===== src/rtl/reduce_pkg.sv =====
// reduce_pkg: shared definitions for the reduction-table controller.
//   - flit field positions/widths (input word adds children above the
//     standard 73-bit flit)
//   - op encodings for the combine ALU
//   - FSM state type and reduction-table entry struct
//   - make_flit: packs the standard 73-bit flit layout
package reduce_pkg;

  localparam int PAYLOAD_LSB  = 0;
  localparam int PAYLOAD_W    = 32;
  localparam int OP_LSB       = 32;
  localparam int OP_W         = 4;
  localparam int ALG_LSB      = 36;
  localparam int ALG_W        = 2;
  localparam int TAG_LSB      = 38;
  localparam int TAG_W        = 8;
  localparam int CTX_LSB      = 46;
  localparam int CTX_W        = 8;
  localparam int SRC_LSB      = 54;
  localparam int SRC_W        = 9;
  localparam int DST_LSB      = 63;
  localparam int DST_W        = 9;
  localparam int VALID_BIT    = 72;
  localparam int CHILDREN_LSB = 73;
  localparam int CHILDREN_W   = 3;
  localparam int OUT_FLIT_W   = 73;
  localparam int IN_FLIT_W    = 76;
  localparam int REM_W        = 4;

  localparam logic [OP_W-1:0] OP_SUM = 4'd0;
  localparam logic [OP_W-1:0] OP_MAX = 4'd1;
  localparam logic [OP_W-1:0] OP_MIN = 4'd2;
  localparam logic [OP_W-1:0] OP_AND = 4'd3;
  localparam logic [OP_W-1:0] OP_OR  = 4'd4;
  localparam logic [OP_W-1:0] OP_XOR = 4'd5;

  typedef enum logic [1:0] {
    ST_IDLE   = 2'd0,
    ST_LOOKUP = 2'd1,
    ST_UPDATE = 2'd2,
    ST_EMIT   = 2'd3
  } state_e;

  typedef struct packed {
    logic                 entry_valid;
    logic [CTX_W-1:0]     context_id;
    logic [TAG_W-1:0]     tag;
    logic [OP_W-1:0]      op;
    logic [ALG_W-1:0]     algtype;
    logic [REM_W-1:0]     remaining;
    logic [PAYLOAD_W-1:0] acc;
  } entry_t;

  function automatic logic [OUT_FLIT_W-1:0] make_flit(
    input logic [DST_W-1:0]     dst,
    input logic [SRC_W-1:0]     src,
    input logic [CTX_W-1:0]     ctx,
    input logic [TAG_W-1:0]     tag,
    input logic [ALG_W-1:0]     alg,
    input logic [OP_W-1:0]      op,
    input logic [PAYLOAD_W-1:0] payload
  );
    return {1'b1, dst, src, ctx, tag, alg, op, payload};
  endfunction

endpackage


===== src/rtl/reduce_alu.sv =====
// reduce_alu: combinational combine of two 32-bit operands.
//   a, b   : operands (a = running accumulator, b = incoming payload)
//   op     : 0 sum, 1 signed max, 2 signed min, 3 and, 4 or, 5 xor,
//            6..15 fall back to sum
//   result : combined value (sum wraps modulo 2^32)
module reduce_alu
  import reduce_pkg::*;
(
  input  logic [PAYLOAD_W-1:0] a,
  input  logic [PAYLOAD_W-1:0] b,
  input  logic [OP_W-1:0]      op,
  output logic [PAYLOAD_W-1:0] result
);

  always_comb begin
    result = a + b;
    case (op)
      OP_MAX:  result = ($signed(a) > $signed(b)) ? a : b;
      OP_MIN:  result = ($signed(a) < $signed(b)) ? a : b;
      OP_AND:  result = a & b;
      OP_OR:   result = a | b;
      OP_XOR:  result = a ^ b;
      default: result = a + b;
    endcase
  end

endmodule


===== src/rtl/reduce_table_ctrl.sv =====
// reduce_table_ctrl: matches tree-tagged flits by (contextId, tag) against a
// small reduction table, combines payloads, and emits one reduced flit
// toward the parent once all contributions are in.
// Ports:
//   clk, rst       : clock, synchronous active-high reset
//   in_flit        : {children, valid, dst, src, ctx, tag, algtype, op, payload}
//   in_valid/ready : input handshake
//   out_flit       : reduced 73-bit flit (dst = parent, src = own rank)
//   out_valid/ready: output handshake
//   busy           : some table entry is allocated
//   err_overflow   : sticky, a new pair was dropped on a full table
//
// Handshakes: a word transfers on any rising edge where valid and ready are
// both high. in_ready is high only in IDLE and never depends on in_valid.
// out_valid stays high with out_flit stable until out_ready is seen.
module reduce_table_ctrl
  import reduce_pkg::*;
#(
  parameter int         TableSize     = 4,
  parameter logic [2:0] rank_x        = 3'b0,
  parameter logic [2:0] rank_y        = 3'b0,
  parameter logic [2:0] rank_z        = 3'b0,
  parameter logic [2:0] parent_x      = 3'b0,
  parameter logic [2:0] parent_y      = 3'b0,
  parameter logic [2:0] parent_z      = 3'b0,
  parameter int         FlitWidth     = 73,
  parameter int         ChildrenWidth = 3
) (
  input  logic                               clk,
  input  logic                               rst,
  input  logic [FlitWidth+ChildrenWidth-1:0] in_flit,
  input  logic                               in_valid,
  output logic                               in_ready,
  output logic [FlitWidth-1:0]               out_flit,
  output logic                               out_valid,
  input  logic                               out_ready,
  output logic                               busy,
  output logic                               err_overflow
);

  localparam int IdxW = (TableSize > 1) ? $clog2(TableSize) : 1;
  localparam logic [DST_W-1:0] PARENT = {parent_x, parent_y, parent_z};
  localparam logic [SRC_W-1:0] RANK   = {rank_x, rank_y, rank_z};

  state_e                             state_q, state_d;
  logic [FlitWidth+ChildrenWidth-1:0] hold_q;
  entry_t                             tbl_q [TableSize];
  logic                               hit_q, free_q;
  logic [IdxW-1:0]                    hit_idx_q, free_idx_q;
  logic                               hit_c, free_c;
  logic [IdxW-1:0]                    hit_idx_c, free_idx_c;
  logic [FlitWidth-1:0]               out_flit_q;
  logic                               err_q;
  logic                               busy_c;

  logic [CTX_W-1:0]         h_ctx;
  logic [TAG_W-1:0]         h_tag;
  logic [ALG_W-1:0]         h_alg;
  logic [OP_W-1:0]          h_op;
  logic [PAYLOAD_W-1:0]     h_payload;
  logic [ChildrenWidth-1:0] h_children;
  entry_t                   hit_ent;
  logic [PAYLOAD_W-1:0]     alu_res;
  logic [REM_W-1:0]         rem_dec;
  logic                     emit_c;
  logic                     unused_hold;

  assign h_ctx      = hold_q[CTX_LSB +: CTX_W];
  assign h_tag      = hold_q[TAG_LSB +: TAG_W];
  assign h_alg      = hold_q[ALG_LSB +: ALG_W];
  assign h_op       = hold_q[OP_LSB +: OP_W];
  assign h_payload  = hold_q[PAYLOAD_LSB +: PAYLOAD_W];
  assign h_children = hold_q[FlitWidth +: ChildrenWidth];
  // Incoming dst/src/valid are not needed once the flit is captured.
  assign unused_hold = ^hold_q[VALID_BIT:SRC_LSB];

  assign hit_ent = tbl_q[hit_idx_q];
  assign rem_dec = hit_ent.remaining - 4'd1;
  // A match emits on its last contribution; a miss emits only for a leaf.
  assign emit_c  = hit_q ? (rem_dec == '0) : (h_children == '0);

  reduce_alu u_alu (
    .a      (hit_ent.acc),
    .b      (h_payload),
    .op     (hit_ent.op),
    .result (alu_res)
  );

  // Parallel key match plus lowest-index free slot (descending scan so the
  // lowest free index is the last one written).
  always_comb begin
    hit_c      = 1'b0;
    hit_idx_c  = '0;
    free_c     = 1'b0;
    free_idx_c = '0;
    busy_c     = 1'b0;
    for (int i = 0; i < TableSize; i++) begin
      busy_c = busy_c | tbl_q[i].entry_valid;
      if (tbl_q[i].entry_valid && tbl_q[i].context_id == h_ctx && tbl_q[i].tag == h_tag) begin
        hit_c     = 1'b1;
        hit_idx_c = IdxW'(i);
      end
    end
    for (int i = TableSize - 1; i >= 0; i--) begin
      if (!tbl_q[i].entry_valid) begin
        free_c     = 1'b1;
        free_idx_c = IdxW'(i);
      end
    end
  end

  always_comb begin
    state_d = state_q;
    case (state_q)
      ST_IDLE:   if (in_valid && in_flit[VALID_BIT]) state_d = ST_LOOKUP;
      ST_LOOKUP: state_d = ST_UPDATE;
      ST_UPDATE: state_d = emit_c ? ST_EMIT : ST_IDLE;
      ST_EMIT:   if (out_ready) state_d = ST_IDLE;
      default:   state_d = ST_IDLE;
    endcase
  end

  always_ff @(posedge clk) begin
    if (rst) begin
      state_q    <= ST_IDLE;
      hold_q     <= '0;
      hit_q      <= 1'b0;
      hit_idx_q  <= '0;
      free_q     <= 1'b0;
      free_idx_q <= '0;
      out_flit_q <= '0;
      err_q      <= 1'b0;
      for (int i = 0; i < TableSize; i++) tbl_q[i] <= '0;
    end else begin
      state_q <= state_d;
      case (state_q)
        ST_IDLE: if (in_valid) hold_q <= in_flit;
        ST_LOOKUP: begin
          hit_q      <= hit_c;
          hit_idx_q  <= hit_idx_c;
          free_q     <= free_c;
          free_idx_q <= free_idx_c;
        end
        ST_UPDATE: begin
          if (hit_q) begin
            tbl_q[hit_idx_q].acc       <= alu_res;
            tbl_q[hit_idx_q].remaining <= rem_dec;
            if (rem_dec == '0) begin
              tbl_q[hit_idx_q].entry_valid <= 1'b0;
              out_flit_q <= make_flit(PARENT, RANK, hit_ent.context_id, hit_ent.tag,
                                      hit_ent.algtype, hit_ent.op, alu_res);
            end
          end else if (h_children == '0) begin
            out_flit_q <= make_flit(PARENT, RANK, h_ctx, h_tag, h_alg, h_op, h_payload);
          end else if (free_q) begin
            tbl_q[free_idx_q] <= '{entry_valid: 1'b1, context_id: h_ctx, tag: h_tag,
                                   op: h_op, algtype: h_alg,
                                   remaining: REM_W'(h_children), acc: h_payload};
          end else begin
            err_q <= 1'b1;
          end
        end
        default: ;
      endcase
    end
  end

  assign in_ready     = (state_q == ST_IDLE);
  assign out_valid    = (state_q == ST_EMIT);
  assign out_flit     = out_flit_q;
  assign busy         = busy_c;
  assign err_overflow = err_q;

endmodule


===== config.mk =====
export PLATFORM = sky130hd
export DESIGN_NAME = reduce_table_ctrl
export DESIGN_NICKNAME = d
export VERILOG_FILES = /design/src/rtl/reduce_pkg.sv /design/src/rtl/reduce_alu.sv /design/src/rtl/reduce_table_ctrl.sv
export SDC_FILE = /design/constraint.sdc
export NUM_CORES = 1
export LEC_CHECK = 0
export BUFFER_PORTS_ARGS = -buffer_cell sky130_fd_sc_hd__buf_4
export CELL_PAD_IN_SITES_DETAIL_PLACEMENT = 1
export CELL_PAD_IN_SITES_GLOBAL_PLACEMENT = 1
export CORE_MARGIN = 1
export CORE_UTILIZATION = 40
export DETAILED_ROUTE_END_ITERATION = 16
export MAX_ROUTING_LAYER = met4
export PLACE_DENSITY = 0.78
export SYNTH_ARGS = -nofsm -noshare
export SYNTH_HDL_FRONTEND = slang
export SYNTH_SLANG_ARGS = --single-unit

===== constraint.sdc =====
create_clock -name clk -period 6.38 [get_ports clk]
set_input_delay 1.276 -clock clk [delete_from_list [all_inputs] [get_ports clk]]
set_output_delay 1.276 -clock clk [all_outputs]
set_load 0.01 [all_outputs]

# [After elaboration in Yosys (flattened, before gate mapping)]
# Memories as Yosys holds them, arrays and structs flattened. A register that Yosys moved wholly into a read port is not among the register bits.
# Cells that the tools add are included.
[classes] add_sub_neg=2 magnitude_cmp=2 eq_ne=19 n_mux=51 bitwise=9 n_reduce_logical=19
[op_table] cell="$mux W73" count=3
[op_table] cell="$pmux W32 S5" count=1
[op_table] cell="$mux W59" count=2
[op_table] cell="$reduce_or A59 Y1" count=2
[op_table] cell="$eq A8 B8 Y1" count=8
[op_table] cell="$mux W32" count=2
[op_table] cell="$add A32 B32 Y32" count=1
[op_table] cell="$and A32 B32 Y32" count=1
[op_table] cell="$gt A32 B32 Y1" count=1
[op_table] cell="$lt A32 B32 Y1" count=1
[op_table] cell="$or A32 B32 Y32" count=1
[op_table] cell="$xor A32 B32 Y32" count=1
[op_table] cell="$mux W1" count=27
[op_table] cell="$mux W2" count=13
[op_table] cell="$logic_and A1 B1 Y1" count=9
[op_table] cell="$eq A4 B2 Y1 const B" count=2
[op_table] cell="$eq A4 B3 Y1 const B" count=2
[op_table] cell="$pmux W2 S4" count=1
[op_table] cell="$mux W3" count=2
[op_table] cell="$ne A2 B1 Y1 const B" count=3
[op_table] cell="$eq A2 B2 Y1 const B" count=2
[op_table] cell="$eq A4 B1 Y1 const B" count=1
[op_table] cell="$logic_not A4 Y1" count=1
[op_table] cell="$reduce_and A2 Y1" count=2
[op_table] cell="9 further kinds" count=13
[word_totals] regBits=158 mem_bits_rw=236 inputBits=80 out_inout_bits=77 word_cells=111 mem_count=1
[memory_table] memory="tbl_q" words=4 word_bits=59 rd=5 rd_clocked_by_memory_dff=1 wr=4 line_no="reduce_table_ctrl.sv:47" rtl="entry_t tbl_q [TableSize];"

# [Longest topological paths before layout]
[logic_depth] depth_word=10 ltp_mapped=22 mapped_depth_nobuf=15

# [Hierarchy]
# From an unflattened synthesis, not the netlist that was laid out.
[hier_totals] hier_cells=2064 hier_area_um2=21065.2
[by_module_without_submodules] mod="reduce_table_ctrl" instances=1 cells_each=1349 area_per_inst_um2=16054.1 seq_area_each_um2=9549.2
[by_module_without_submodules] mod="reduce_alu" instances=1 cells_each=715 area_per_inst_um2=5011.1 seq_area_each_um2=0.0

# [Worst setup path after synthesis]
# No wires, ideal clock.
[synth_timing] path_kind="reg2reg" from="register (tool-made name)" to="memory tbl_q[2][28] (netlist name) (data pin)" t_arrival_ns=5.089 setup_slack_ns=1.026 path_stages_with_launch=22 path_buffers=8 path_cell_list="dfxtp_1 -> buf_2 -> buf_2 -> buf_2 -> buf_2 -> buf_2 -> mux4_2 -> inv_1 -> ha_1 -> buf_2 -> nor4_1 -> nand4b_1 -> a21oi_1 -> nor4_1 -> or2_1 -> buf_1 -> buf_2 -> nand2_1 -> mux2_2 -> a211oi_1 -> o21a_1 -> nor2_1"
[synth_rtl] element="end: declaration" line_no="reduce_table_ctrl.sv:47"

==> impl_metrics.ini <==
[clocking]
clockRootBuffer = clkbuf_16
holdBufCountCts = 0
htree_levels = 2
cts_tree = built
cts_max_path_buffers = 3
clkSinkCount = 359
numCtsBuffers = 41
clk_pin_slew_worst_paths_ps = 60
worstSkewPairLatency_ps = 590
cts_repair_resize_count = 0
post_cts_buffers = 0

[sta]
tns_ps = 0
slew_violations = 0
max_clock_freq_mhz = 174
min_period_ps = 5750
finalCritPeriodShare_pct = 90.2
skew_ps = 30.8
hold_violations = 0
worst_pin_slew_ps = 1100
relSlewSlack_pct = 26.8
rsz0062_at_grt = no
setup_viol = 0

[worst_setup_path]
crit_slowest_cell = a2111oi_0
slowest_delay_ps = 890
crit_path_frequent_cell = buf_4
cp.required_ps = 6830
path_cells = buf_4 > mux4_2 > inv_1 > ha_1 > nor4_1 > nand4_1 > nor3_1 > nor2_1 > buf_4 > a21o_1 > buf_4 > mux2i_1 > a2111oi_0 > buf_4 > nor4_1
start_kind = flop
cp_max_fo = 28
worstSetupPathType = reg2reg
end_kind = flop
crit_arrival_ps = 6200

[layout]
drive_above_1_share_pct = 15.7
layout_commonest_cell = nor2_1
fillers = 5920
layout.nets = 2510
area_growth_pct = 15.0
layout_common_cells = nor2_1 (269), nand2_1 (248), edfxtp_1 (236)

[synth]
ys.flop_type = edfxtp_1
yosys.area.top_type = edfxtp_1
yosys-top-cells-area = edfxtp_1 (33%), dfxtp_1 (12%), mux4_2 (5.9%), ha_1 (5.8%), nor2_1 (4.8%)
syn_area_mm2 = 0.0213
synth_seq_area_share_pct = 44.9
synth_warnings = 0
synth_cell_types = 83
synthCells = 2235
ys_ff_latch = 359
synth_edf_count = 236
async_reset_ff_share_pct = 0
syn_area_per_cell_um2 = 9.51
synth_top_cell_area_share_pct = 33.3

[pwr]
pwr-share-seq_pct = 40.6
irDropWorstVdd_v = 0.000253
switchingPower_mw = 2.12
power_mw = 6.64
pwr-share-comb_pct = 23.8
p_leak_nw = 9.29
p_clk_share_pct = 35.6
powerDensity_mw_per_mm2 = 271
swShare_pct = 32.0
internal_power_mw = 4.52

[detailed_routing]
dr_wl_met2_mm = 36.9
num_vias = 18500
dr.max_layer_used = met4
drt_iter0_markers = 1710
wl_per_cell_um = 25.5
met3WireLength_mm = 5.28
drc = 0
dr.pass1.iters = 5
vias_per_cell = 6.05
drtAntennaViolNets = 0
finalWirelength_mm = 77.7
wl_met1_mm = 32.7

[place]
gp_congestion = 0.982
dp_hpwl_mm = 53.6
portBuffers = 120

[run]
drv_cap = 0

[floorplanning]
row_count = 84
die_area_mm2 = 0.0541
die_w_um = 233
chipHeight_um = 233
design.core.area_mm2 = 0.0526
io-pin-count = 157
start_util_pct = 40.4

[global_route]
grt_pass1_wl_mm = 117
grt_max_degree = 65
grt_pass1_vias = 18900
grt_usage_pct = 29.6
overflow = 0
grt_antenna_before_repair = 0

[outcome]
status = complete, no violations

[hold_path]
hp-class = reg2reg
==> flip-flops by register name, summed over array words and instances (netlist names), named ones only <==
signal and count:
err_overflow 1, free_idx_q 2, free_q 1, hit_idx_q 2, hit_q 1, hold_q 57
out_flit 55, state_q 2, tbl_q 236
==> layout make-up <==
| cell class | instances | area, µm² | area share [%] |
|---|---|---|---|
| clock inverters | 13 | 140 | 0.573 |
| well taps | 688 | 861 | 3.52 |
| repair buffers | 217 | 1640 | 6.71 |
| diodes | 1 | 2.50 | 0.0102 |
| multi-input cells | 1574 | 10500 | 43.1 |
| inverters | 137 | 514 | 2.10 |
| flip-flops and latches | 359 | 9560 | 39.1 |
| clock buffers | 63 | 1190 | 4.87 |
==> power groups by stage <==
stage	clock, mW	sequential, mW	combinational (mW)
6_report	2.36	2.69	1.58
5_1_grt	2.47	2.71	1.69
4_1_cts	2.40	2.69	1.55
3_5_place_dp	0	2.74	1.54
3_3_place_gp	0	2.73	1.50
2_1_floorplan	0	2.69	0.969
==> routing by layer <==
metal	track usage, %	vias to the layer above
met3	4.53	175
met1	37.9	9366
met5	-	-
met2	47.0	719
li1	-	8211
met4	11.3	0
==> worst paths after layout <==
kind / from / endpoint / slack [ps] / cells past startpoint
hold / removal: hold_q[32] / hold_q[32] / 470 / 2
setup reg to reg: flop / out_flit[20] / 630 / 15
setup / recovery: flop / out_flit[20] / 630 / 15
hold reg to reg: hold_q[32] / hold_q[32] / 470 / 2
==> metrics by stage <==
stage	instances	area, µm²	utilization, %	hold WS (ps)	setup WS, ps
2_1_floorplan	2252	21300	-	449	1030
3_3_place_gp	2975	23100	44.0	455	749
3_5_place_dp	2975	23100	44.0	467	658
4_1_cts	3051	24400	46.5	477	636
5_1_grt	3051	24400	46.5	507	208
6_report	3052	24500	46.5	475	628
==> worst max-delay path: cells and delay by family, from the launching register on <==
kind,cells,cell delay [ps]
buffers and inverters,5,1060
and+or+nand+nor,5,1660
DFF,1,680
muxes,2,770
adders and majority gates,1,350
AOI/OAI and AO/OA,2,1090
==> synthesized netlist by cell type (all sizes together), types with 17 or more instances <==
cell type and n:
nor2 274, inv 136, a211oi 44, nor3 54, xnor2 61, xor2 22
o22ai 23, edfxtp 236, a221oi 25, mux2i 41, nand4 21, o21ai 125
a21oi 160, nand3 24, a31oi 17, nand2 250, ha 99, dfxtp 123
clkbuf 124, mux4 56, and2 17, a21o 17, nor4 31, buf 58
==> logic make-up (layout without fill, tap and decap cells) <==
kind of cell               after synthesis  in the layout  synth area share, %
muxes                                  102            102                 8.13
adders and majority gates              100            100                 5.92
buffers and inverters                  319            430                 6.11
DFF                                    359            359                 44.9
xor gates and xnor gates                83             83                 3.42
and+or+nand+nor                        730            730                 15.1
AOI/OAI and AO/OA                      541            541                 16.4
other                                    1             19               0.0176
(Power assumes the default switching activity.)
